`config.mk`:
```
export PLATFORM = sky130hd
export DESIGN_NAME = l2_arbiter
export DESIGN_NICKNAME = d
export VERILOG_FILES = /design/src/rtl/lc3b_types.sv /design/src/rtl/l2arb_rr_select.sv /design/src/rtl/l2_arbiter.sv
export SDC_FILE = /design/constraint.sdc
export NUM_CORES = 1
export LEC_CHECK = 0
export CAP_MARGIN = 5
export CORE_AREA = 2 2 273 275
export DETAILED_ROUTE_END_ITERATION = 10
export DIE_AREA = 0 0 275 277
export MAX_ROUTING_LAYER = met4
export PLACE_DENSITY = 0.4
export SKIP_CTS_REPAIR_TIMING = 1
export SLEW_MARGIN = 20
export SYNTH_ARGS = -nofsm -noshare
export SYNTH_HDL_FRONTEND = slang
export SYNTH_SLANG_ARGS = --single-unit
```
`constraint.sdc`:
```
create_clock -name clk -period 1.75 [get_ports clk]
set_input_delay 0.2625 -clock clk [delete_from_list [all_inputs] [get_ports clk]]
set_output_delay 0.2625 -clock clk [all_outputs]
set_load 0.01 [all_outputs]
```
`src/rtl/lc3b_types.sv`:
```
// rtl/lc3b_types.sv - shared LC-3b word/block types and L2 arbiter grant encoding
package lc3b_types;

  typedef logic [15:0]  lc3b_word;
  typedef logic [127:0] lc3b_block;

  // Which L1 currently owns the L2 port; also used by the performance counters
  typedef enum logic [1:0] {
    NONE   = 2'd0,
    ICACHE = 2'd1,
    DCACHE = 2'd2
  } l2arb_grant_t;

endpackage

```
`src/rtl/l2arb_rr_select.sv`:
```
// rtl/l2arb_rr_select.sv - combinational winner selection between I-cache and D-cache
module l2arb_rr_select
  import lc3b_types::*;
#(
  parameter int FIXED_PRIO = 0
) (
  input  logic         req_i,
  input  logic         req_d,
  input  l2arb_grant_t last_served,
  output l2arb_grant_t winner
);

  // A lone requester always wins; on conflict D wins (fixed) or the one not served last
  always_comb begin
    winner = NONE;
    if (req_i && req_d) begin
      if (FIXED_PRIO != 0) begin
        winner = DCACHE;
      end else begin
        winner = (last_served == ICACHE) ? DCACHE : ICACHE;
      end
    end else if (req_i) begin
      winner = ICACHE;
    end else if (req_d) begin
      winner = DCACHE;
    end
  end

endmodule

```
`src/rtl/l2_arbiter.sv`:
```
// rtl/l2_arbiter.sv - shares the unified L2 between the I-cache and D-cache miss paths
module l2_arbiter
  import lc3b_types::*;
#(
  parameter int ADDR_W     = $bits(lc3b_word),
  parameter int BLOCK_W    = $bits(lc3b_block),
  parameter int FIXED_PRIO = 0
) (
  input  logic               clk,
  input  logic               rst,
  input  logic               icache_mem_read,
  input  logic [ADDR_W-1:0]  icache_mem_address,
  output logic               icache_mem_resp,
  output logic [BLOCK_W-1:0] icache_mem_rdata,
  input  logic               dcache_mem_read,
  input  logic               dcache_mem_write,
  input  logic [ADDR_W-1:0]  dcache_mem_address,
  input  logic [BLOCK_W-1:0] dcache_mem_wdata,
  output logic               dcache_mem_resp,
  output logic [BLOCK_W-1:0] dcache_mem_rdata,
  output logic               l2arb_mem_read,
  output logic               l2arb_mem_write,
  output logic [ADDR_W-1:0]  l2arb_mem_address,
  output logic [BLOCK_W-1:0] l2arb_mem_wdata,
  input  logic               l2arb_mem_resp,
  input  logic [BLOCK_W-1:0] l2arb_mem_rdata
);

  typedef enum logic [1:0] {
    S_IDLE    = 2'd0,
    S_BUSY    = 2'd1,
    S_RELEASE = 2'd2
  } state_t;

  state_t       state;
  l2arb_grant_t grant;
  l2arb_grant_t last_served;
  l2arb_grant_t winner;
  logic         req_i;
  logic         req_d;
  logic         in_busy;

  assign req_i   = icache_mem_read;
  assign req_d   = dcache_mem_read | dcache_mem_write;
  assign in_busy = (state == S_BUSY);

  l2arb_rr_select #(
    .FIXED_PRIO (FIXED_PRIO)
  ) u_select (
    .req_i       (req_i),
    .req_d       (req_d),
    .last_served (last_served),
    .winner      (winner)
  );

  // Response is steered only to the owner, and only while a transaction is in flight
  assign icache_mem_resp  = in_busy && l2arb_mem_resp && (grant == ICACHE);
  assign dcache_mem_resp  = in_busy && l2arb_mem_resp && (grant == DCACHE);
  assign icache_mem_rdata = l2arb_mem_rdata;
  assign dcache_mem_rdata = l2arb_mem_rdata;

  // Arbitration FSM: capture winner in IDLE, hold through BUSY, one dead cycle in RELEASE
  always_ff @(posedge clk) begin
    if (rst) begin
      state             <= S_IDLE;
      grant             <= NONE;
      last_served       <= DCACHE;
      l2arb_mem_read    <= 1'b0;
      l2arb_mem_write   <= 1'b0;
      l2arb_mem_address <= '0;
      l2arb_mem_wdata   <= '0;
    end else begin
      case (state)
        S_IDLE: begin
          if (winner == ICACHE) begin
            grant             <= ICACHE;
            last_served       <= ICACHE;
            l2arb_mem_address <= icache_mem_address;
            l2arb_mem_read    <= 1'b1;
            l2arb_mem_write   <= 1'b0;
            state             <= S_BUSY;
          end else if (winner == DCACHE) begin
            // read+write together is illegal; the write takes precedence
            grant             <= DCACHE;
            last_served       <= DCACHE;
            l2arb_mem_address <= dcache_mem_address;
            l2arb_mem_wdata   <= dcache_mem_wdata;
            l2arb_mem_read    <= ~dcache_mem_write;
            l2arb_mem_write   <= dcache_mem_write;
            state             <= S_BUSY;
          end
        end
        S_BUSY: begin
          if (l2arb_mem_resp) begin
            grant           <= NONE;
            l2arb_mem_read  <= 1'b0;
            l2arb_mem_write <= 1'b0;
            state           <= S_RELEASE;
          end
        end
        S_RELEASE: begin
          state <= S_IDLE;
        end
        default: begin
          state <= S_IDLE;
        end
      endcase
    end
  end

endmodule

```
==> results.md, run 1 <==
* CP endpoint kind: output pin
* Core area at 0.07357 sq mm
* Maximum buffer depth of the clock tree at 2
* Library cells used by synthesis at 21
* Chip height at 277 um
* CTS Sinks at 152
* Final core occ at 0.1448
* Worst hold start: rst
* Total Routed Length at 27580 um
* RSZ-0062 raised after global routing: yes
* Grt total ovfl at 0
* Worst Setup SP: state[1]
* CTS H-tree lvls at 4
* Slew @ Worst Pin at 363.9 ps
* P_leak at 3.699 nW
* Antenna cells at 0
* Slowest-stage cell, CP: dfxtp_2
* Area delta synth->final at 45.15%
* Area leader, netlist: dfxtp_1
* CP Max Fanout at 4
* Placed wire-length estimate at 19370 um
* Place WS at -290.0 ps
* CP max stage delay at 320 ps
* EDFF count, synth at 0
* All-Layer GR Usage at 0.06890
* Via Count at 6048
* Drt drc at 0
* PD cells at 876.4 mW/mm^2
* Antenna viol nets, final at 0
* Count of final setup violators at 0
* Data required, critical path at 1490 ps
* Net count, final at 1301
* Syn avg cell area at 7.834 sq um
* Top-area cell type share of the netlist area at 0.4145
* Hold Slack at 138.1 ps
* Most used DFF post-synth: dfxtp_1
* Outcome: complete, no violations
* Most frequent cells in the layout: 302 x clkdlybuf4s50_1, 276 x nand2_1, 151 x dfxtp_1, 148 x a21oi_1, 30 x buf_4
* Reg-to-Reg Start: last_served[1]
* Die width at 275 um
* Min Tclk post-route at 1729 ps
* First-pass GRT wire length at 37030 um
* Yosys reg bits at 152
* Worst vdd ir at 0.4147 mV
* Vias per cell at 3.041
* CP bufs+invs at 2
* Power after layout at 9.338 mW
* Wire per inst at 13.86 um
* Std cell rows at 100
* Post-route setup slack at 20.50 ps
* CP Launch Type: flop
* Drt first pass iters at 4
* Die area at 0.07618 sq mm
* Gpl congestion at 0.7117
* Cell area after synthesis at 0.007341 sq mm
* Mapped Nets at 1231
* Starting Density at 0.09978
* I/O pins at 698
* Setup TNS at 0 ps
* Mapped Cells at 937
* Most common cell after layout, fill and taps aside: clkdlybuf4s50_1
* Slew HR at 0.7512
* CTS Buf Count at 17
* Syn. warnings at 0
* Worst clock skew at 10.26 ps
* Layout cells sized above 1 at 0.08824
* Iteration-0 DRC Markers at 162
* CP Cell Sequence: nand3b_1, buf_4, nor3b_2, buf_2
* F_max at 578.2 MHz
* Endpoints failing hold at 0
* Worst-Skew Late Latency at 470 ps
* Largest cells by area after synthesis: dfxtp_1 41%, buf_4 27%, nand2_1 14%, a21oi_1 10%, a211oi_1 1.4%
* Post-synthesis sequential area ratio at 0.4145
* Post-synthesis async set-or-reset flop share at 0
* PortBufs at 313
* Reg clk slew, reported paths at 70 ps
* Vias in the first global route at 6051
* Crit path DAT at 1470 ps
* Initial antenna violation count at 0
* Final Max Slew Viols at 0
* Final period utilization at 0.9883
* Crit path kind: reg2out
* Largest delay contributor family on the critical path: simple AND/OR/NAND/NOR gates
* Number of max-cap violations at 0
* Tightest Hold Check Type: in2reg
* TritonCTS clock tree: done
* Largest net degree at the start of global routing at 77
* Root buffer cell: clkbuf_16
## flip-flops by register name, indices dropped and copies added, names as in the netlist
signal and count:
l2arb_mem_wdata 128, l2arb_mem_address 16, grant 2, last_served 2, state 2, l2arb_mem_read 1
l2arb_mem_write 1
## synthesized netlist by cell type (2+ instances only)
library cell  instances
nand2_1             276
buf_4               267
dfxtp_1             152
a21oi_1             150
clkbuf_1             21
buf_2                20
nor2_1               17
a211oi_1             14
nand3_1               4
a32oi_1               2
nor3b_1               2
o21a_1                2
o21ai_0               2
## final cells by class
type | count | area [sq um]
repair buffers | 359 | 3702
clock inverters | 12 | 95.09
clock buffers | 20 | 456.7
multi-input cells | 477 | 2145
flip-flops and latches | 152 | 3044
well taps | 969 | 1212
fillers | 8350 | 62920
## final timing paths
path                                             end  slack (ps)  depth (start not counted)
worst max-delay path                 dcache_mem_resp          20                          4
worst min-delay path            l2arb_mem_wdata[109]         140                          2
worst max register to register   l2arb_mem_wdata[21]         140                          5
worst min register to register   l2arb_mem_wdata[73]         450                          2
## metrics by stage
step | cell area [sq um] | std cells
floorplan | 7341 | 937
global placement | 9928 | 1949
detailed placement | 9928 | 1949
CTS | 10480 | 1981
global route | 10660 | 1989
finish | 10660 | 1989
## where the power goes
group          leakage (nW)  total (mW)  switching (mW)  internal (mW)
registers              1.25        3.82           0.125           3.70
clock network         0.261        3.66            1.76           1.90
logic                  2.19        1.85           0.815           1.04
total                  3.70        9.34            2.70           6.64
## logic make-up (layout without fill, tap and decap cells)
logic type,count (synthesis),in the layout,synth area share
simple gates,303,303,0.1580
compound gates,174,174,0.1301
flops,152,152,0.4145
buf+inv,308,391,0.2974
## layer usage
| metal | wire, um | global-route usage |
|---|---|---|
| met1 | 10500 | 0.06776 |
| met2 | 12080 | 0.09760 |
| met3 | 2735 | 0.03286 |
| met4 | 2267 | 0.06778 |
| met5 | 0 | - |
(Power assumes the default switching activity.)
==> run 2: changes to the inputs <==
- RECOVER_POWER: not set -> 100
- REMOVE_ABC_BUFFERS: not set -> 1
==> run 2 against run 1 <==
Compared with the run above: the run now ends with setup timing left; total power increased by 7.4%; global-route usage increased by 13 points; sequential share of layout area decreased by 0.39 points; combinational power increased by 8%; critical path depth increased by 1; maximum frequency decreased by 12%; cell count increased by 0.85%; core utilization increased by 0.20 points; sequential cell count unchanged.
==> results.md, run 2 (synthesis results as in run 1) <==
* Crit path DAT at 1700 ps (was 1470 ps)
* Die width at 275 um (unchanged)
* CTS Sinks at 152 (unchanged)
* P_leak at 3.673 nW (was 3.699 nW)
* CP bufs+invs at 3 (was 2)
* Starting Density at 0.09978 (unchanged)
* Number of max-cap violations at 0 (unchanged)
* I/O pins at 698 (unchanged)
* TritonCTS clock tree: done (unchanged)
* Min Tclk post-route at 1963 ps (was 1729 ps)
* Reg-to-Reg Start: last_served[1] (unchanged)
* Hold path depth at 3 (was 2)
* Crit path kind: reg2out (unchanged)
* CP endpoint kind: output pin (unchanged)
* PortBufs at 313 (unchanged)
* CTS Buf Count at 17 (unchanged)
* Tightest Hold Check Type: in2reg (unchanged)
* Root buffer cell: clkbuf_16 (unchanged)
* Largest net degree at the start of global routing at 58 (was 77)
* Biggest regs: l2arb_mem_wdata (128), l2arb_mem_address (16) (unchanged)
* Gpl congestion at 0.9336 (was 0.7117)
* R2r endpoint: l2arb_mem_wdata[105] (was l2arb_mem_wdata[21])
* Failing checks: setup timing
* F_max at 509.3 MHz (was 578.2 MHz)
* CP Cell Sequence: nand3b_1, buf_6, nor3b_4, buf_4, buf_6 (was nand3b_1, buf_4, nor3b_2, buf_2)
* Outcome: finished, violations left (was complete, no violations)
* Count of final setup violators at 29 (was 0)
* Worst hold start: dcache_mem_wdata[67] (was rst)
* Layout cells sized above 1 at 0.1284 (was 0.08824)
* Antenna viol nets, final at 0 (unchanged)
* Maximum buffer depth of the clock tree at 2 (unchanged)
* Drt first pass iters at 4 (unchanged)
* RSZ-0062 raised after global routing: yes (unchanged)
* Worst vdd ir at 0.5002 mV (was 0.4147 mV)
* Critical Path Sink: dcache_mem_resp (unchanged)
* Placed Cells at 1957 (was 1949)
* All-Layer GR Usage at 0.2021 (was 0.06890)
* Fill cells at 8398 (was 8350)
* Worst-Skew Late Latency at 480 ps (was 470 ps)
* Wire per inst at 39.25 um (was 13.86 um)
* Data required, critical path at 1490 ps (about the same)
* Iteration-0 DRC Markers at 321 (was 162)
* Most frequent cells in the layout: 269 x nand2_1, 269 x clkdlybuf4s50_1, 150 x dfxtp_1, 127 x a21oi_1, 37 x clkbuf_1 (was 302 x clkdlybuf4s50_1, 276 x nand2_1, 151 x dfxtp_1, 148 x a21oi_1, 30 x buf_4)
* Final period utilization at 1.122 (was 0.9883)
* Vias per cell at 3.507 (was 3.041)
* CTS H-tree lvls at 4 (unchanged)
* Largest delay contributor family on the critical path: simple AND/OR/NAND/NOR gates (unchanged)
* Via Count at 7036 (was 6048)
* Layout Cells excl Fill at 2006 (was 1989)
* Multi-input logic area at 0.002253 sq mm (was 0.002145 sq mm)
* Grt total ovfl at 0 (unchanged)
* CP Max Fanout at 3 (was 4)
* Vias in the first global route at 6610 (was 6051)
* Placed wire-length estimate at 66940 um (was 19370 um)
* Final core occ at 0.1469 (was 0.1448)
* Most common cell on crit path: buf_6
* Worst clock skew at 12.73 ps (was 10.26 ps)
* CP Launch Type: flop (unchanged)
* Most flop-heavy register: l2arb_mem_wdata (unchanged)
* Total Routed Length at 78730 um (was 27580 um)
* Reg clk slew, reported paths at 70 ps (about the same)
* First-pass GRT wire length at 91310 um (was 37030 um)
* Slew @ Worst Pin at 765.4 ps (was 363.9 ps)
* CP Depth at 5 (was 4)
* Worst Setup SP: state[1] (unchanged)
* Drt drc at 0 (unchanged)
* Core area at 0.07357 sq mm (unchanged)
* Std cell rows at 100 (unchanged)
* Post-route setup slack at -213.4 ps (was 20.50 ps)
* Area delta synth->final at 47.20% (was 45.15%)
* Final Max Slew Viols at 0 (unchanged)
* Power after layout at 10.03 mW (was 9.338 mW)
* R2R cell count at 8 (was 5)
* Net count, final at 1317 (was 1301)
* Endpoints failing hold at 0 (unchanged)
* Reg2reg setup slack at -40 ps (was 140 ps)
* PD cells at 927.9 mW/mm^2 (was 876.4 mW/mm^2)
* FF/Latch Area at 0.003045 sq mm (was 0.003044 sq mm)
* Max reg flops at 128 (unchanged)
* CP max stage delay at 310 ps (was 320 ps)
* Initial antenna violation count at 5 (was 0)
* Slew HR at 0.4898 (was 0.7512)
* Die area at 0.07618 sq mm (unchanged)
* Chip height at 277 um (unchanged)
* Slowest-stage cell, CP: dfxtp_1 (was dfxtp_2)
==> run 2: worst min path at each step <==
stage	slack [ps]	endpoint
after global routing	300	l2arb_mem_wdata[76]
after CTS	-50	l2arb_mem_wdata[98]
final	330	l2arb_mem_wdata[67]
after floorplan	330	grant[0]
after detailed placement	450	l2arb_mem_wdata[100]
after global placement	440	l2arb_mem_wdata[20]
==> run 2: area by class of cell <==
class,count,share of cell area
tap,969,0.1122
clock buffer,22,0.04481
sequential,152,0.2818
multi-input combinational,477,0.2085
timing repair buffer,375,0.3372
clock inverter,10,0.01517
antenna,1,0.0002316
==> run 2: where the power goes <==
group / internal, mW / switching, mW / leakage (nW) / total (mW)
clock network: 2.54 / 1.64 / 0.317 / 4.19
registers: 3.70 / 0.140 / 1.25 / 3.84
logic: 1.03 / 0.971 / 2.11 / 2.00
==> run 2: metal layers <==
layer / share of wire / vias up / track usage
met1: 0.28 / 3204 / 0.1418
met2: 0.44 / 870 / 0.3068
met4: 0.018 / 0 / 0.04712
li1: - / 2915 / -
met5: 0 / - / -
met3: 0.26 / 47 / 0.2572
==> run 2: tightest hold or removal path, delay by kind of cell <==
| kind | cells | cell delay, ps |
|---|---|---|
| AO/OA/AOI/OAI | 1 | 50 |
| buffers and inverters | 1 | 390 |
| AND/OR/NAND/NOR | 1 | 50 |
==> run 2: metrics by stage <==
| step | TNS, ps | hold WS, ps | setup WS [ps] | cell area, sq um |
|---|---|---|---|---|
| after floorplan | -315080 | 331.6 | -2362 | 5157 |
| after global routing | -9192 | 303.1 | -300.1 | 10810 |
| after global placement | -48220 | 442.1 | -772.3 | 9988 |
| after CTS | -7230 | -48.40 | -932.8 | 10640 |
| final | -655.8 | 330.7 | -213.4 | 10810 |
| after detailed placement | -47020 | 445.8 | -783.6 | 9988 |
==> run 3: changes to the inputs <==
- CORE_AREA: 2 2 273 275 -> 2 2 268 270
- DIE_AREA: 0 0 275 277 -> 0 0 270 272
- PLACE_DENSITY: 0.4 -> 0.42
- SYNTH_HIERARCHICAL: not set -> 1
==> run 3 against run 2 <==
Compared with the run above: first-iteration DRC count increased by 18%; global-route usage increased by 0.92 points; count of clock-buffer cells in the layout decreased by 4; the flow still finishes with violations (setup timing); worst hold slack got worse by 200 ps; register-to-register slack got worse by 130 ps; largest power group unchanged; sequential cell count unchanged.
==> results.md, run 3 <==
* Gpl congestion at 0.9375 (was 0.9336)
* Largest cells by area after synthesis: dfxtp_1 41%, buf_4 26%, nand2_1 13%, a21oi_1 8.8%, mux2i_1 2.1% (was dfxtp_1 41%, buf_4 27%, nand2_1 14%, a21oi_1 10%, a211oi_1 1.4%)
* Library cells used by synthesis at 29 (was 21)
* First-pass GRT wire length at 92270 um (was 91310 um)
* Post-synthesis sequential area ratio at 0.4072 (was 0.4145)
* CTS Buf Count at 17 (unchanged)
* Post-synth top cells: 258 x nand2_1, 257 x buf_4, 152 x dfxtp_1 (was 276 x nand2_1, 267 x buf_4, 152 x dfxtp_1)
* PortBufs at 313 (unchanged)
* Endpoints failing hold at 0 (unchanged)
* CP Max Fanout at 8 (was 3)
* Reg-to-Reg Start: last_served[1] (unchanged)
* Syn avg cell area at 8.053 sq um (was 7.834 sq um)
* CTS H-tree lvls at 4 (unchanged)
* Cell area after synthesis at 0.007473 sq mm (was 0.007341 sq mm)
* Cell Area, Placed at 0.009892 sq mm (was 0.009988 sq mm)
* CP endpoint kind: flop (was output pin)
* F_max at 519.7 MHz (was 509.3 MHz)
* Crit path DAT at 2330 ps (was 1700 ps)
* EDFF count, synth at 0 (unchanged)
* Post-route setup slack at -174.3 ps (was -213.4 ps)
* Die width at 270 um (was 275 um)
* Worst clock skew at 15.70 ps (was 12.73 ps)
* Failing checks: setup timing (unchanged)
* Drt first pass iters at 4 (unchanged)
* Root buffer cell: clkbuf_16 (unchanged)
* Outcome: finished, violations left (unchanged)
* CP Launch Type: flop (unchanged)
* Area leader, netlist: dfxtp_1 (unchanged)
* Slew HR at 0.7140 (was 0.4898)
* Worst Setup SP: last_served[1] (was state[1])
* Vias per cell at 3.582 (was 3.507)
* Count of final setup violators at 143 (was 29)
* P_leak at 3.718 nW (was 3.673 nW)
* Placed wire-length estimate at 66820 um (was 66940 um)
* Final period utilization at 1.100 (was 1.122)
* Max reg flops at 128 (unchanged)
* RSZ-0062 raised after global routing: yes (unchanged)
* Most common cell after layout, fill and taps aside: clkdlybuf4s50_1
* Vias in the first global route at 6534 (was 6610)
* TritonCTS clock tree: done (unchanged)
* Tightest Hold Check Type: in2reg (unchanged)
* Post-synthesis async set-or-reset flop share at 0 (unchanged)
* Worst hold start: rst (was dcache_mem_wdata[67])
* Initial antenna violation count at 10 (was 5)
* Top-area cell type share of the netlist area at 0.4072 (was 0.4145)
* Reg2reg setup slack at -170 ps (was -40 ps)
* Total Routed Length at 80500 um (was 78730 um)
* Worst vdd ir at 0.6514 mV (was 0.5002 mV)
* Mapped Cells at 928 (was 937)
* Std cell rows at 98 (was 100)
* Wire per inst at 40.74 um (was 39.25 um)
* Die area at 0.07344 sq mm (was 0.07618 sq mm)
* Antenna viol nets, final at 0 (unchanged)
* Largest net degree at the start of global routing at 77 (was 58)
* Final Max Slew Viols at 0 (unchanged)
* Via Count at 7078 (was 7036)
* Grt total ovfl at 0 (unchanged)
* Reg clk slew, reported paths at 80 ps (was 70 ps)
* Number of max-cap violations at 0 (unchanged)
* Core area at 0.07075 sq mm (was 0.07357 sq mm)
* Fin area at 0.01120 sq mm (was 0.01081 sq mm)
* Yosys reg bits at 152 (unchanged)
* Starting Density at 0.1056 (was 0.09978)
* Area delta synth->final at 49.92% (was 47.20%)
* Most used DFF post-synth: dfxtp_1 (unchanged)
* Most frequent cells in the layout: 255 x clkdlybuf4s50_1, 221 x nand2_1, 150 x dfxtp_1, 104 x a21oi_1, 52 x clkbuf_1 (was 269 x nand2_1, 269 x clkdlybuf4s50_1, 150 x dfxtp_1, 127 x a21oi_1, 37 x clkbuf_1)
* Chip height at 272 um (was 277 um)
* Most flop-heavy register: l2arb_mem_wdata (unchanged)
* Crit path kind: reg2reg (was reg2out)
* CTS Sinks at 152 (unchanged)
* Maximum buffer depth of the clock tree at 2 (unchanged)
* Layout cells sized above 1 at 0.1835 (was 0.1284)
* I/O pins at 698 (unchanged)
* Slew @ Worst Pin at 430.8 ps (was 765.4 ps)
* PD cells at 893.1 mW/mm^2 (was 927.9 mW/mm^2)
* Min Tclk post-route at 1924 ps (was 1963 ps)
* All-Layer GR Usage at 0.2113 (was 0.2021)
* Top-count cell post-synth: nand2_1 (unchanged)
* Syn. warnings at 6 (was 0)
* Worst-Skew Late Latency at 490 ps (was 480 ps)
* Data required, critical path at 2160 ps (was 1490 ps)
* Biggest regs: l2arb_mem_wdata (128), l2arb_mem_address (16) (unchanged)
* Iteration-0 DRC Markers at 379 (was 321)
* Net count, final at 1303 (was 1317)
* Final core occ at 0.1584 (was 0.1469)
* Drt drc at 0 (unchanged)
-- run 3: power breakdown --
| group | switching, mW | internal, mW | leakage (nW) |
|---|---|---|---|
| clock | 1.80 | 2.31 | 0.298 |
| sequential | 0.136 | 3.67 | 1.24 |
| combinational | 0.989 | 1.09 | 2.18 |
| total | 2.93 | 7.08 | 3.72 |
-- run 3: kinds of logic (layout without fill, tap and decap cells) --
kind of cell,Yosys count,after routing,synth area share
adder cells (fa/ha/maj),3,3,0.005023
other,0,7,0
buffers and inverters,312,403,0.3022
multiplexers,16,16,0.02143
flip-flops,152,152,0.4072
AO/OA/AOI/OAI,154,154,0.1107
AND/OR/NAND/NOR,291,291,0.1535
-- run 3: critical path: stages (launching register included) --
cell       delay [ps]
dfxtp_1           380
nor2b_4            60
a21oi_4           160
inv_2              60
ha_4              240
buf_6             120
nor3_4            340
clkbuf_16         240
nor2_1             40
a211oi_1          190
-- run 3: path summary, 6_finish.rpt --
check	depth (start not counted)	to
max	9	l2arb_mem_address[8]
min	2	state[1]
max reg2reg	9	l2arb_mem_address[8]
min reg2reg	2	l2arb_mem_wdata[104]
-- run 3: per-stage QoR --
stage	hold WS [ps]	std cells	worst slack, ps	power [mW]	setup TNS [ps]
floorplan	324.9	620	-6047	4.412	-789470
global route	117.1	1975	-270.8	10.48	-24990
CTS	80.28	1940	-432.5	9.849	-22400
detailed placement	447.5	1908	-759.8	5.621	-95010
finish	127.3	1976	-174.3	10.01	-15710
global placement	441.3	1908	-754.1	5.611	-95160
-- run 3: layout make-up --
| class | count | area [sq um] |
|---|---|---|
| Tap cell | 950 | 1189 |
| Antenna cell | 7 | 17.52 |
| Clock buffer | 18 | 439.2 |
| Inverter | 4 | 15.01 |
| Multi-Input combinational cell | 464 | 2668 |
| Fill cell | 8019 | 59550 |
| Timing Repair Buffer | 367 | 3643 |
| Clock inverter | 14 | 187.7 |
| Sequential cell | 152 | 3045 |
-- run 3: routing by layer --
layer	GRT usage	share of wire	routed length (um)	up-vias
met2	0.3276	0.45	36400	893
met3	0.2650	0.25	20220	44
li1	-	-	-	2886
met1	0.1507	0.28	22650	3255
met5	-	0	0	-
met4	0.03611	0.015	1226	0
==> RTL change 1: new RTL, flow settings as in run 1 <==
Add an input register stage for `l2arb_mem_rdata`; this delays it by one clock. The other inputs are not delayed to match.
--- a/src/rtl/l2_arbiter.sv
+++ b/src/rtl/l2_arbiter.sv
@@ -32,6 +32,12 @@
     S_RELEASE = 2'd2
   } state_t;
 
+  logic [BLOCK_W-1:0] l2arb_mem_rdata_q;
+
+  always_ff @(posedge clk) begin
+    l2arb_mem_rdata_q <= l2arb_mem_rdata;
+  end
+
   state_t       state;
   l2arb_grant_t grant;
   l2arb_grant_t last_served;
@@ -56,8 +62,8 @@
   // Response is steered only to the owner, and only while a transaction is in flight
   assign icache_mem_resp  = in_busy && l2arb_mem_resp && (grant == ICACHE);
   assign dcache_mem_resp  = in_busy && l2arb_mem_resp && (grant == DCACHE);
-  assign icache_mem_rdata = l2arb_mem_rdata;
-  assign dcache_mem_rdata = l2arb_mem_rdata;
+  assign icache_mem_rdata = l2arb_mem_rdata_q;
+  assign dcache_mem_rdata = l2arb_mem_rdata_q;
 
   // Arbitration FSM: capture winner in IDLE, hold through BUSY, one dead cycle in RELEASE
   always_ff @(posedge clk) begin
Behaviour: not the same (a bounded check fails within 4 cycles, from zero or initial values and one cycle with rst high).
==> RTL change 1 against run 1 <==
- the run now ends with negative setup slack left
- core utilization increased by 11 points
- wire length increased by 68%
- synthesized area increased by 21%
- synthesized cell count decreased by 3.2%
- clock skew increased by 0.011 ns
- power increased by 92%
- via count increased by 40%
- fmax decreased by 1.6%
- critical path depth unchanged
- sequential cell count increased by 128
- hold slack improved by 0.0076 ns
- design area increased by 73%
- worst setup slack got worse by 0.029 ns
- critical path type unchanged
- largest power group is now clock
==> RTL change 1: results (changes against run 1) <==
status=finished, violations left; violated checks=negative setup slack; pre-CTS WS=-0.370 ns (-0.0799 ns); metal2 WL=24.4 mm (+100%); M1 wire length=16.1 mm (+53%); DR iter-0 viols=233 (+44%); area post-placement=16300 sq um (+64%); sequential area share after synthesis=63.3% (+22 points); endpoints failing setup=1 (+1); worst r2r dst=l2arb_mem_address[13]; syn_nets=1201 (-2.4%); synth top area cells=dfxtp_1 63%, nand2_1 11%, buf_4 11%; layout cells sized above 1=7.36% (-1.5 points); grt met2 use=20.9% (+11 points); vias in the first global route=8518 (+41%); Clock power frac=45.4% (+6.2 points); first-pass GRT wire length=61.3 mm (+66%); post-synth cell types=26 (+24%); Pint=13.5 mW (+100%); worst setup margin=-0.00830 ns (-0.0288 ns); GRT Overall Usage=11.6% (+4.7 points); Placer Congestion=0.785 (+10%); largest net degree at the start of global routing=70 (-9.1%); CTS Buf Count=39 (+22); Worst VDD drop=584 uV (+41%); sequential power share=39.0% (-1.9 points); Worst R2R Path Depth=6 (+1); clock transition at the registers of the reported paths=0.05 ns (-0.02 ns); CP Max Fanout=2 (-2); Pwr Total=17.9 mW (+92%); Slew HR=62.3% (-13 points); post-synthesis compound-gate area fraction=10.3% (-2.7 points); DR WL met3=4.71 mm (+72%); Worst Path Arrival=1.50 ns (+0.03 ns); leakage=9.63 nW (+160%); Final HPWL DP=35.9 mm (+85%); clock tree buffer depth=3 (+1); I/O Buffers=697 (+120%); leading post-synthesis cells by instance count=280 x dfxtp_1, 259 x nand2_1, 133 x a21oi_1
-- RTL change 1: changes by cell type in the layout (fill, tap and decap cells not counted), sizes merged, moves of 10 or more --
cell	delta
clkdlybuf4s50	+131
dfxtp	+128
dlymetal6s2s	+253
a221o	+16
nand2	-17
a211oi	-14
diode	+17
nor2	-10
a21oi	-17
and2	+16
clkbuf	+34
-- RTL change 1: worst min path at each step --
stage,start,to,slack (ns),cells after the start
finish,l2arb_mem_rdata[41],dcache_mem_rdata[41],0.15,1
global route,l2arb_mem_rdata[35],dcache_mem_rdata[35],0.11,1
CTS,l2arb_mem_rdata[99],dcache_mem_rdata[99],0.09,1
detailed placement,l2arb_mem_wdata[112],l2arb_mem_wdata[112],0.45,2
global placement,l2arb_mem_wdata[45],l2arb_mem_wdata[45],0.44,2
floorplan,l2arb_mem_rdata[0],dcache_mem_rdata[0],0.29,0
-- RTL change 1: final cells by class --
class,instances,area (sq um),area share (%)
Antenna cell,17,42.5,0.231
Clock buffer,55,1130,6.12
Clock inverter,14,194,1.05
Inverter,2,7.51,0.0408
Multi-Input combinational cell,449,2090,11.4
Sequential cell,280,5610,30.5
Tap cell,969,1210,6.59
Timing Repair Buffer,736,8120,44.1
-- RTL change 1: per-stage QoR --
stage | instances | hold slack (ns) | TNS [ns] | util, %
2_1_floorplan | 907 | 0.290 | 0 | -
3_3_place_gp | 2431 | 0.442 | -45.15 | 22.1
3_5_place_dp | 2431 | 0.446 | -49.29 | 22.1
4_1_cts | 2500 | 0.0938 | -15.72 | 23.9
5_1_grt | 2521 | 0.114 | -0.340 | 25.0
6_report | 2522 | 0.146 | -0.00830 | 25.0
-- RTL change 1: worst max-delay path, stage by stage, from the launching register on --
cell,delay [ns]
dfxtp_2,0.31
nand3b_1,0.19
buf_4,0.16
nor3b_2,0.15
buf_2,0.15
==> RTL change 2: new RTL, config.mk and constraints of run 1 <==
Made on the original files. `FIXED_PRIO` is set to 0 in 2 places; all go to 1.
--- a/src/rtl/l2arb_rr_select.sv
+++ b/src/rtl/l2arb_rr_select.sv
@@ -2,7 +2,7 @@
 module l2arb_rr_select
   import lc3b_types::*;
 #(
-  parameter int FIXED_PRIO = 0
+  parameter int FIXED_PRIO = 1
 ) (
   input  logic         req_i,
   input  logic         req_d,
--- a/src/rtl/l2_arbiter.sv
+++ b/src/rtl/l2_arbiter.sv
@@ -4,7 +4,7 @@
 #(
   parameter int ADDR_W     = $bits(lc3b_word),
   parameter int BLOCK_W    = $bits(lc3b_block),
-  parameter int FIXED_PRIO = 0
+  parameter int FIXED_PRIO = 1
 ) (
   input  logic               clk,
   input  logic               rst,
Formal check against the unedited RTL: not equivalent (Yosys sat finds a counterexample within 4 cycles, from zero or initial values and one cycle with rst high).
==> RTL change 2 against run 1 <==
- the run now ends with negative setup slack left
- design area increased by 4.7%
- wire length increased by 8.2%
- via count increased by 13%
- sequential cell count decreased by 2
- clock skew decreased by 0.0032 ns
- power increased by 7.3%
- core utilization increased by 0.67 points
- worst setup slack got worse by 0.085 ns
- combinational power increased by 16%
- clock power increased by 10%
- register-to-register slack improved by 0.10 ns
- non-clock buffer count increased by 18
- synthesized area increased by 5.5%
- final cell count increased by 0.15%
- largest power group is now clock
- highest routed layer unchanged
==> RTL change 2: results (changes against run 1) <==
multi-input gate count=446 (-6.5%); Ant. Diodes=2 (+2); layout cells sized above 1=11.3% (+2.4 points); DR WL met3=3.23 mm (+18%); synth top area cells=dfxtp_1 39%, buf_4 25%, a21oi_1 8.5%; leakage=3.87 nW (+4.7%); antenna violations before repair=1 (+1); clock transition at the registers of the reported paths=0.07 ns (about the same); vias in the first global route=6792 (+12%); worst-margin pin slew=0.654 ns (+0.290 ns); Worst Hold Class=input port to flip-flop; inverter count=16 (+16); Layout Skew=0.00707 ns (-0.00319 ns); met3 Resource Use GR=3.87% (+0.58 points); Worst VDD drop=516 uV (+24%); WHS Path Cells=2 (unchanged); first-pass GRT wire length=42.5 mm (+15%); Synth Register Bits=150 (-1.3%); ClkCell Share=5.54% (+0.36 points); Non-clk bufs=377 (+5.0%); clock buf count=22 (+10%); worst r2r dst=l2arb_mem_wdata[24]; register fraction of the total cell area=26.9% (-1.6 points); NonClk Buf Share=34.3% (-0.43 points); grt met2 use=11.2% (+1.5 points); status=finished, violations left; endpoints failing setup=2 (+2); Via Count=6807 (+13%); metal2 WL=13.0 mm (+7.5%); area post-placement=10500 sq um (+5.8%); GRT Overall Usage=7.83% (+0.94 points); nets=1302 (+0.077%); Filler cells=8345 (-0.060%); post-synth cell types=33 (+57%); CP Max Fanout=3 (-1); fraction of area in multi-input gates=21.8% (+1.6 points); worst setup margin=-0.0649 ns (-0.0854 ns); Routed WL=29.8 mm (+8.2%); r2r startpoint=state[1]; DR iter-0 viols=271 (+67%); WHS Endpoint=l2arb_mem_wdata[8]; reg-to-reg slack, setup=0.24 ns (+0.10 ns); largest net degree at the start of global routing=75 (-2.6%); Mapped Avg Cell Area=8.17 sq um (+4.2%); M1 wire length=11.8 mm (+13%); final setup TNS=-0.117 ns (-0.117 ns); routing usage on met1=8.23% (+1.4 points); syn_nets=1242 (+0.89%); number of synthesized flops with an enable pin=0 (unchanged); Placer Congestion=0.723 (+1.6%); Finished Core Util=15.2% (+0.67 points); sequential area share after synthesis=38.8% (-2.7 points); Worst Path Arrival=1.55 ns (+0.08 ns); violated checks=negative setup slack; CTS root buf=clkbuf_16; leading post-synthesis cells by instance count=258 x buf_4, 150 x dfxtp_1, 132 x a21oi_1; Final HPWL DP=22.1 mm (+14%)
==> RTL change 2: cell count changes in the layout (fill, tap and decap cells not counted), sizes merged, moves of 15 or more <==
cell,delta
o21ai,+128
a31oi,+15
a21oi,-18
buf,+21
inv,+15
nand3,+125
nand2,-274
==> RTL change 2: where the power goes <==
part           internal (mW)  leakage [nW]  switching, mW
Sequential              3.69          1.24          0.145
Clock                   2.37         0.305           1.66
Combinational           1.17          2.33          0.979
==> RTL change 2: cells by family (layout without fill, tap and decap cells) <==
group / after synthesis / count (layout) / share of synthesized area [%]
simple gates: 147 / 147 / 9.89
compound gates: 299 / 299 / 21.0
buf+inv: 352 / 425 / 30.3
other cells: 0 / 2 / 0
flops: 150 / 150 / 38.8
==> RTL change 2: how the worst max path moves through the flow <==
stage / cells past startpoint / slack (ns) / startpoint / to
after global placement: 5 / -0.89 / l2arb_mem_resp / dcache_mem_resp
after floorplan: 6 / 0.42 / state[1] / l2arb_mem_write
final: 4 / -0.06 / state[1] / dcache_mem_resp
after CTS: 5 / -0.86 / l2arb_mem_resp / dcache_mem_resp
after global routing: 4 / -0.19 / state[1] / dcache_mem_resp
after detailed placement: 5 / -0.84 / l2arb_mem_resp / dcache_mem_resp
==> RTL change 2: stage by stage <==
step | std cells | setup WS, ns | hold slack [ns]
after floorplan | 948 | 0.420 | 0.379
after global placement | 1957 | -0.889 | 0.461
after detailed placement | 1957 | -0.839 | 0.465
after CTS | 1989 | -0.857 | 0.281
after global routing | 1991 | -0.193 | 0.290
final | 1992 | -0.0649 | 0.319
==> RTL change 2: worst max-delay path: stages (launching register included) <==
cell	delay, ns
dfxtp_1	0.31
nand3b_1	0.25
buf_4	0.22
nor3b_4	0.17
buf_2	0.15
